==> src/rtl/riscv_dbg_pkg.sv <==
// Shared DMI field layout, enums and request payload for the DTM-side dbus controller.
package riscv_dbg_pkg;

  localparam int unsigned DMI_W        = 41;
  localparam int unsigned DMI_RESP_W   = 36;
  localparam int unsigned DMI_ADDR_W   = 5;
  localparam int unsigned DMI_DATA_W   = 34;
  localparam int unsigned DMI_ADDR_MSB = 40;
  localparam int unsigned DMI_ADDR_LSB = 36;
  localparam int unsigned DMI_DATA_MSB = 35;
  localparam int unsigned DMI_DATA_LSB = 2;
  localparam int unsigned DMI_OP_MSB   = 1;
  localparam int unsigned DMI_OP_LSB   = 0;

  typedef enum logic [1:0] {
    DMI_NOP   = 2'd0,
    DMI_READ  = 2'd1,
    DMI_WRITE = 2'd2,
    DMI_RSVD  = 2'd3
  } dmi_op_e;

  typedef enum logic [1:0] {
    DBUS_OK   = 2'd0,
    DBUS_FAIL = 2'd2,
    DBUS_BUSY = 2'd3
  } dbus_stat_e;

  typedef enum logic [1:0] {
    ST_IDLE = 2'd0,
    ST_REQ  = 2'd1,
    ST_RSP  = 2'd2
  } dtm_fsm_e;

  typedef struct packed {
    logic [DMI_ADDR_W-1:0] addr;
    logic [DMI_DATA_W-1:0] data;
    logic [1:0]            op;
  } dmi_req_t;

endpackage

==> src/rtl/riscv_dtm_dbus_ctrl.sv <==
// DTM-side DMI initiator: turns dbus update-DR scans into DMI requests and tracks dbusstat.
// Optional response timeout enabled by defining RISCV_DTM_TIMEOUT_EN.
module riscv_dtm_dbus_ctrl
  import riscv_dbg_pkg::*;
#(
  parameter int unsigned ABITS      = 5,
  parameter int unsigned TMO_CYCLES = 1024
) (
  input  logic                  clk,
  input  logic                  rst_n,
  input  logic                  upd_vld,
  input  logic [DMI_W-1:0]      upd_bits,
  input  logic                  dbusreset,
  output logic [DMI_W-1:0]      cap_bits,
  output logic [1:0]            dbusstat,
  output logic                  busy,
  output logic                  dtm_req_valid,
  input  logic                  dtm_req_ready,
  output logic [DMI_W-1:0]      dtm_req_bits,
  input  logic                  dtm_resp_valid,
  output logic                  dtm_resp_ready,
  input  logic [DMI_RESP_W-1:0] dtm_resp_bits
);

  if (ABITS != DMI_ADDR_W || TMO_CYCLES < 2) begin : g_param_chk
    $error("riscv_dtm_dbus_ctrl: ABITS must be 5 and TMO_CYCLES >= 2");
  end

  dtm_fsm_e              state_q, state_d;
  logic [1:0]            sticky_q, sticky_d;
  logic [DMI_ADDR_W-1:0] last_addr_q, last_addr_d;
  logic [DMI_DATA_W-1:0] last_rdata_q, last_rdata_d;
  dmi_req_t              req_q, req_d;
  logic [1:0]            stat_d;
  dmi_op_e               upd_op;
  logic                  tmo_q, tmo_d;

`ifdef RISCV_DTM_TIMEOUT_EN
  localparam int unsigned CNT_W = (TMO_CYCLES > 2) ? $clog2(TMO_CYCLES) : 1;
  logic [CNT_W-1:0] cnt_q, cnt_d;
`endif

  assign upd_op = dmi_op_e'(upd_bits[DMI_OP_MSB:DMI_OP_LSB]);

  // Next-state, sticky status and capture-register updates.
  always_comb begin
    state_d      = state_q;
    sticky_d     = dbusreset ? 2'(DBUS_OK) : sticky_q;
    last_addr_d  = last_addr_q;
    last_rdata_d = last_rdata_q;
    req_d        = req_q;
    tmo_d        = tmo_q;
`ifdef RISCV_DTM_TIMEOUT_EN
    cnt_d        = '0;
`endif

    unique case (state_q)
      ST_IDLE: begin
        tmo_d = 1'b0;
        if (upd_vld && (sticky_d == 2'(DBUS_OK)) &&
            ((upd_op == DMI_READ) || (upd_op == DMI_WRITE))) begin
          state_d     = ST_REQ;
          req_d       = dmi_req_t'(upd_bits);
          last_addr_d = upd_bits[DMI_ADDR_MSB:DMI_ADDR_LSB];
        end
      end
      ST_REQ: begin
        tmo_d = 1'b0;
        if (dtm_req_ready) state_d = ST_RSP;
      end
      ST_RSP: begin
        if (dtm_resp_valid) begin
          state_d = ST_IDLE;
          // A response that arrives after a timeout is drained without effect.
          if (!tmo_q) begin
            last_rdata_d = dtm_resp_bits[DMI_DATA_MSB:DMI_DATA_LSB];
            if (dtm_resp_bits[1:0] != 2'b00) sticky_d = 2'(DBUS_FAIL);
          end
        end
`ifdef RISCV_DTM_TIMEOUT_EN
        else if (!tmo_q) begin
          cnt_d = cnt_q + CNT_W'(1);
          if (cnt_q == CNT_W'(TMO_CYCLES - 1)) begin
            sticky_d = 2'(DBUS_FAIL);
            tmo_d    = 1'b1;
          end
        end
`endif
      end
      default: state_d = ST_IDLE;
    endcase

    // Any scan while a transaction is outstanding is a busy violation.
    if (upd_vld && (state_q != ST_IDLE)) sticky_d = 2'(DBUS_BUSY);

    if (sticky_d != 2'(DBUS_OK))  stat_d = sticky_d;
    else if (state_d != ST_IDLE)  stat_d = 2'(DBUS_BUSY);
    else                          stat_d = 2'(DBUS_OK);
  end

  always_ff @(posedge clk or negedge rst_n) begin
    if (!rst_n) begin
      state_q        <= ST_IDLE;
      sticky_q       <= '0;
      last_addr_q    <= '0;
      last_rdata_q   <= '0;
      req_q          <= '0;
      tmo_q          <= 1'b0;
      busy           <= 1'b0;
      dbusstat       <= '0;
      cap_bits       <= '0;
      dtm_req_valid  <= 1'b0;
      dtm_resp_ready <= 1'b0;
      dtm_req_bits   <= '0;
    end else begin
      state_q        <= state_d;
      sticky_q       <= sticky_d;
      last_addr_q    <= last_addr_d;
      last_rdata_q   <= last_rdata_d;
      req_q          <= req_d;
      tmo_q          <= tmo_d;
      busy           <= (state_d != ST_IDLE);
      dbusstat       <= stat_d;
      cap_bits       <= {last_addr_d, last_rdata_d, stat_d};
      dtm_req_valid  <= (state_d == ST_REQ);
      dtm_resp_ready <= (state_d == ST_RSP);
      dtm_req_bits   <= req_d;
    end
  end

`ifdef RISCV_DTM_TIMEOUT_EN
  // Response timeout counter; restarts from zero on every entry to RSP.
  always_ff @(posedge clk or negedge rst_n) begin
    if (!rst_n) cnt_q <= '0;
    else        cnt_q <= cnt_d;
  end
`endif

endmodule

==> config.mk <==
export PLATFORM = sky130hd
export DESIGN_NAME = riscv_dtm_dbus_ctrl
export DESIGN_NICKNAME = d
export VERILOG_FILES = /design/src/rtl/riscv_dbg_pkg.sv /design/src/rtl/riscv_dtm_dbus_ctrl.sv
export SDC_FILE = /design/constraint.sdc
export NUM_CORES = 1
export LEC_CHECK = 0
export ABC_AREA = 1
export ABC_CLOCK_PERIOD_IN_PS = 1600
export CORE_ASPECT_RATIO = 2
export CORE_MARGIN = 8
export CORE_UTILIZATION = 35
export DETAILED_ROUTE_END_ITERATION = 8
export GPL_ROUTABILITY_DRIVEN = 0
export PLACE_DENSITY = 0.74
export SYNTH_ARGS = -nofsm -noshare
export SYNTH_HDL_FRONTEND = slang
export SYNTH_SLANG_ARGS = --single-unit
==> constraint.sdc <==
create_clock -name clk -period 1.6 [get_ports clk]
set_clock_uncertainty 0.2 [all_clocks]
set_input_delay 0.32 -clock clk [delete_from_list [all_inputs] [get_ports clk]]
set_output_delay 0.32 -clock clk [all_outputs]
set_load 0.01 [all_outputs]
==> results of run 1 <==
==> through the flow <==
step / area (µm²) / setup WS, ps / total power, µW / TNS, ps / hold slack [ps]
floorplan: 3390 / 217 / 5500 / 0 / -176
global placement: 5190 / -213 / 8050 / -9790 / 85.2
detailed placement: 5190 / -293 / 8160 / -10710 / 89.4
CTS: 5370 / 30.5 / 9410 / 0 / 272
global route: 5370 / -2.08 / 9970 / -5.26 / 291
finish: 5370 / 59.3 / 9230 / 0 / 271
==> cell families after synthesis <==
group / after synthesis
buffers and inverters: 74
AND/OR/NAND/NOR: 171
flip-flops: 84
AO/OA/AOI/OAI: 42
==> registers in the layout, summed over array words and instances (netlist names) <==
register	flops
busy	1
sticky_q	2
dtm_req_bits	2
dtm_resp_ready	1
last_addr_q	4
req_q	34
dtm_req_valid	1
cap_bits	3
state_q	2
dbusstat	1
last_rdata_q	33
==> final timing paths <==
path / from / cells after the start / endpoint
max: req_q[16] / 1 / dtm_req_bits[16]
min in group clk: req_q[20] / 2 / req_q[20]
max in group asynchronous: rst_n / 3 / last_rdata_q[26]
min reg2reg: req_q[20] / 2 / req_q[20]
min: rst_n / 2 / last_rdata_q[14]
max reg2reg: sticky_q[0] / 5 / req_q[4]
==> layer usage <==
metal	global-route usage (%)	part of all wire (%)	up-vias
li1	-	-	1445
met1	18.0	45	1255
met2	19.8	40	139
met3	8.24	13	6
met4	5.56	1.6	0
met5	0	0	-
==> timing repair <==
item	in CTS	in global routing
hold endpoints to repair	26	0
hold buffers	1	0
resized for setup	87	0
setup endpoints to repair	87	7
pin swaps	0	1
==> worst register-to-register path, stage by stage, from the launching register on <==
cell and delay (ps):
dfrtp_1 380, o21ai_1 270, nand3_4 140, buf_4 220, nand2_1 70, o21ai_0 90
==> cells in the final DEF (no fill, tap or decap), drive strengths merged <==
cell and count:
dlygate4sd3 1, clkbuf 14, bufinv 1, o21ai 42, inv 52, buf 12
nor2 5, nand3 4, dlygate4sd2 87, clkinv 1, or2 1, nand2 159
nand3b 2, clkdlybuf4s50 81, dfrtp 84
==> cell type report <==
| cell class | instances | area share (%) |
|---|---|---|
| flip-flops and latches | 84 | 39.1 |
| repair buffers | 181 | 32.1 |
| clock inverters | 2 | 0.652 |
| inverters | 52 | 3.63 |
| well taps | 106 | 2.47 |
| multi-input cells | 213 | 17.5 |
| clock buffers | 14 | 4.54 |
==> power breakdown <==
| group | switching, µW | leakage [µW] | internal, µW |
|---|---|---|---|
| Combinational | 1860 | 0.00176 | 1750 |
| Clock | 759 | 0.000135 | 1210 |
| Sequential | 514 | 0.00105 | 3130 |
==> results.ini, run 1 <==
[synthesis]
yosysUniqueCellTypes = 19
synth_fa_ha_area_share_pct = 0
ys_seq_area_share_pct = 62.0
yosysMostFrequentCell = nand2_1
async_reset_ff_share_pct = 100
synthCells = 371
yosysTopAreaCellShare_pct = 62.0
synth_largest_area_cell = dfrtp_1
avgSynthCellArea_um2 = 9.13
syn_area_um2 = 3390
synth_common_cells = 158 x nand2_1, 84 x dfrtp_1, 49 x inv_1, 28 x o21ai_1, 13 x o21ai_2
synthTopCellsByArea = dfrtp_1 62%, nand2_1 18%, inv_1 5.4%, o21ai_1 4.1%, o21ai_2 3.4%
synthSimpleGateAreaFrac_pct = 19.8
ys.flop_type = dfrtp_1
yosys_warnings = 0
syn-num-nets = 454
synth-seq-cells = 84
synth_edf_count = 0
synth-compound-area-share_pct = 7.64
synth_top_family_by_area = simple AND/OR/NAND/NOR gates
synth-xor-area-share_pct = 0
muxShareOfSynthArea_pct = 0

[run_status]
status = finished, final reports clean

[final_layout]
syn_to_final_growth_pct = 58.5
multi_input_area_um2 = 938
post-route-util_pct = 56.1
diodes = 0
fill_cells = 868
stdcell_count = 652
regArea_um2 = 2100
final_layout_size_suffix_gt1_share_pct = 8.06
nets = 624

[floorplanning]
dieArea_um2 = 13300
ioPinCount = 170
placeableCoreArea_um2 = 9570
die_h_um = 155
die_x_um = 85.6
std_cell_rows = 51
start_util_pct = 35.4

[global_route]
grt.overflow.total = 0
grt_pass1_vias = 3013
grt_usage_pct = 14.4
antenna_found_initial = 0
grt_pass1_wl_mm = 15.0
grt_max_degree = 51

[timing]
finalCritPeriodShare_pct = 96.3
rsz0062_at_grt = true
relSlewSlack_pct = 72.9
setup_viol = 0
tightest_slew_ps = 406
finalHoldViolCount = 0
clock.fmax_mhz = 649
slew_viol_final = 0
layout_min_cycle_time_ps = 1540

[clocking]
cts_tree = yes
postCtsSetupBuffers = 0
cts_buffer_depth = 2
cts_root_buffer = clkbuf_16
cts-htree-levels = 3
path_clk_slew_ps = 60
cts_buffers = 9
clock_latency_ps = 330
cts.sinks = 84

[place]
placedCellCount = 635
portBuffers = 169
hpwlAfterDp_mm = 6.85

[detailed_routing]
viasPerCell = 4.36
vias = 2845
drc_errors = 0
ant_nets = 0
drt-total-wl_mm = 9.02
drtIter0Drc = 59
wl_per_cell_um = 13.8
drt-pass1-iter-count = 4

[worst_setup_path]
r2r_slack_ps = 100
critPathLaunchType = register
worst_ep_arrival_time_ps = 1020
slowest_delay_ps = 390
cp_max_fo = 2
crit_type = reg2out
critical_path.cell_chain = dlygate4sd2_1
path_delay_family = flip-flops
path_buf_inv = 1
cp_slowest_cell = dfrtp_1
cp.required_ps = 1080
critPathCaptureType = output pin

[power]
p_per_area_nw_per_um2 = 1720
ir_worst_vdd_v = 0.000894
p_leak_uw = 0.00295

[worst_hold_path]
hold_class = in2async

[job]
max_cap_viol_count = 0

Power figures use the tool's default switching activity.
==> run 2: changes to the inputs <==
--- a/config.mk
+++ b/config.mk
@@ -13,6 +13,7 @@
 export DETAILED_ROUTE_END_ITERATION = 8
 export GPL_ROUTABILITY_DRIVEN = 0
 export PLACE_DENSITY = 0.74
+export SLEW_MARGIN = 20
 export SYNTH_ARGS = -nofsm -noshare
 export SYNTH_HDL_FRONTEND = slang
 export SYNTH_SLANG_ARGS = --single-unit
==> results of run 2 <==
The final DEF is identical to that of run 1; final timing and power are the same.
==> run 3: changes to the inputs <==
--- a/config.mk
+++ b/config.mk
@@ -6,13 +6,15 @@
 export NUM_CORES = 1
 export LEC_CHECK = 0
 export ABC_AREA = 1
-export ABC_CLOCK_PERIOD_IN_PS = 1600
+export ABC_CLOCK_PERIOD_IN_PS = 1800
+export CELL_PAD_IN_SITES_DETAIL_PLACEMENT = 0
+export CELL_PAD_IN_SITES_GLOBAL_PLACEMENT = 1
 export CORE_ASPECT_RATIO = 2
 export CORE_MARGIN = 8
-export CORE_UTILIZATION = 35
+export CORE_UTILIZATION = 31
 export DETAILED_ROUTE_END_ITERATION = 8
 export GPL_ROUTABILITY_DRIVEN = 0
-export PLACE_DENSITY = 0.74
+export PLACE_DENSITY = 0.89
 export SLEW_MARGIN = 20
 export SYNTH_ARGS = -nofsm -noshare
 export SYNTH_HDL_FRONTEND = slang
==> constraint.sdc (replaced) <==
create_clock -name clk -period 1.8 [get_ports clk]
set_clock_uncertainty 0.2 [all_clocks]
set_input_delay 0.36 -clock clk [delete_from_list [all_inputs] [get_ports clk]]
set_output_delay 0.36 -clock clk [all_outputs]
set_load 0.01 [all_outputs]
==> run 3 against run 2 <==
  * Cell area increased by 2.4%
  * First-iteration DRC count rose by 76%
  * Setup slack worse by 11 ps
==> results.ini, run 3 (synthesized netlist as in run 1, its figures left out) <==
[final_layout]
top_register = req_q
fill_cells = 1060
final_common_cell = nand2_1
final_area_um2 = 5500
diodes = 0
final_layout_size_suffix_gt1_share_pct = 8.78
syn_to_final_growth_pct = 62.2
reg_top3 = req_q (34), last_rdata_q (33), last_addr_q (4)
nets = 625
largest_reg_flops = 34
layout_common_cells = 158 x nand2_1, 84 x dfrtp_1, 83 x clkdlybuf4s50_1

[worst_hold_path]
hold-path-cell-count = 2
whs_endpoint = last_rdata_q[27]
hold_class = reg2reg
min_from = last_rdata_q[27]

[worst_setup_path]
cp.required_ps = 1240
crit_type = reg2out
worst_ep_arrival_time_ps = 1190
crit_cells = 1
critical_path.cell_chain = clkdlybuf4s50_1
critPathCaptureType = output pin
r2r_end = req_q[4]
r2r_slack_ps = 280
r2r_cells = 5
slowest_delay_ps = 530
cp_max_fo = 1
path_buf_inv = 1
cp_slowest_cell = clkdlybuf4s50_1
worstReg2RegStart = sticky_q[0]
path_delay_family = buffers and inverters
critPathLaunchType = register

[timing]
relSlewSlack_pct = 73.9
slew_viol_final = 0
tightest_slew_ps = 392
finalCritPeriodShare_pct = 97.3
finalHoldViolCount = 0
rsz0062_at_grt = false
layout_min_cycle_time_ps = 1750
fin_ws_ps = 48.7
setup_viol = 0
clock.fmax_mhz = 571

[clocking]
cts_tree = yes
path_clk_slew_ps = 60
postCtsSetupBuffers = 0
clock_latency_ps = 330
cts_root_buffer = clkbuf_16
cts-htree-levels = 3
cts_buffer_depth = 2
cts.sinks = 84
cts_buffers = 9

[floorplanning]
die_x_um = 89.9
ioPinCount = 170
std_cell_rows = 54
placeableCoreArea_um2 = 10800
dieArea_um2 = 14700
die_h_um = 164
start_util_pct = 31.3

[global_route]
grt_max_degree = 59
antenna_found_initial = 0
grt_usage_pct = 13.7
grt_pass1_vias = 3108
grt.overflow.total = 0
grt_pass1_wl_mm = 15.9

[detailed_routing]
ant_nets = 0
wl_per_cell_um = 14.8
drtIter0Drc = 104
drc_errors = 0
drt-pass1-iter-count = 4
drt-total-wl_mm = 10.2
vias = 2882
viasPerCell = 4.20

[place]
portBuffers = 169
place_ws_ps = -126
hpwlAfterDp_mm = 7.93
placed_cell_area_um2 = 5230

[power]
ir_worst_vdd_v = 0.000776
p_per_area_nw_per_um2 = 1540
p_leak_uw = 0.00310

[job]
max_cap_viol_count = 0

[run_status]
status = finished, final reports clean

run 3: final cells by class:
type	instances	area [µm²]	area share (%)
timing repair buffer	182	1780	32.4
clock inverter	3	45.0	0.819
clock buffer	13	260	4.73
tap	140	175	3.19
inverter	52	195	3.55
multi-input combinational	213	938	17.1
sequential	84	2100	38.2
run 3: worst max-delay path by stage:
stage / slack, ps / from / endpoint
finish: 50 / dtm_resp_ready / dtm_resp_ready
global route: 10 / dtm_req_valid / dtm_req_valid
CTS: 2 / req_q[7] / dtm_req_bits[7]
detailed placement: -130 / upd_bits[0] / req_q[4]
global placement: -100 / upd_bits[0] / req_q[29]
floorplan: 420 / state_q[1] / cap_bits[40]
run 3: where the power goes:
part / switching (µW) / internal (µW)
logic: 1730 / 1640
clock network: 711 / 1150
registers: 456 / 2780
total: 2900 / 5580
run 3: timing repair:
item / in CTS / in global routing
gates resized for setup: 69 / 16
setup endpoints to repair: 69 / 16
endpoints found under the hold margin: 25 / 0
hold buffers: 1 / 0
run 3: stage by stage:
stage | hold slack [ps] | power (µW) | TNS, ps | util, % | cells
after floorplan | -136 | 4890 | 0 | - | 371
after global placement | 108 | 7200 | -3240 | 48.4 | 670
after detailed placement | 111 | 7320 | -3970 | 48.4 | 670
after CTS | 279 | 8680 | 0 | 50.5 | 687
after global routing | 296 | 9070 | 0 | 50.8 | 687
final | 275 | 8470 | 0 | 50.8 | 687
run 3: layer usage:
layer,global-route usage (%),up-vias,share of wire (%)
met5,0,-,0
met4,7.86,0,3.4
met3,4.53,18,5.5
met2,26.2,84,57
met1,12.2,1340,34
li1,-,1440,-
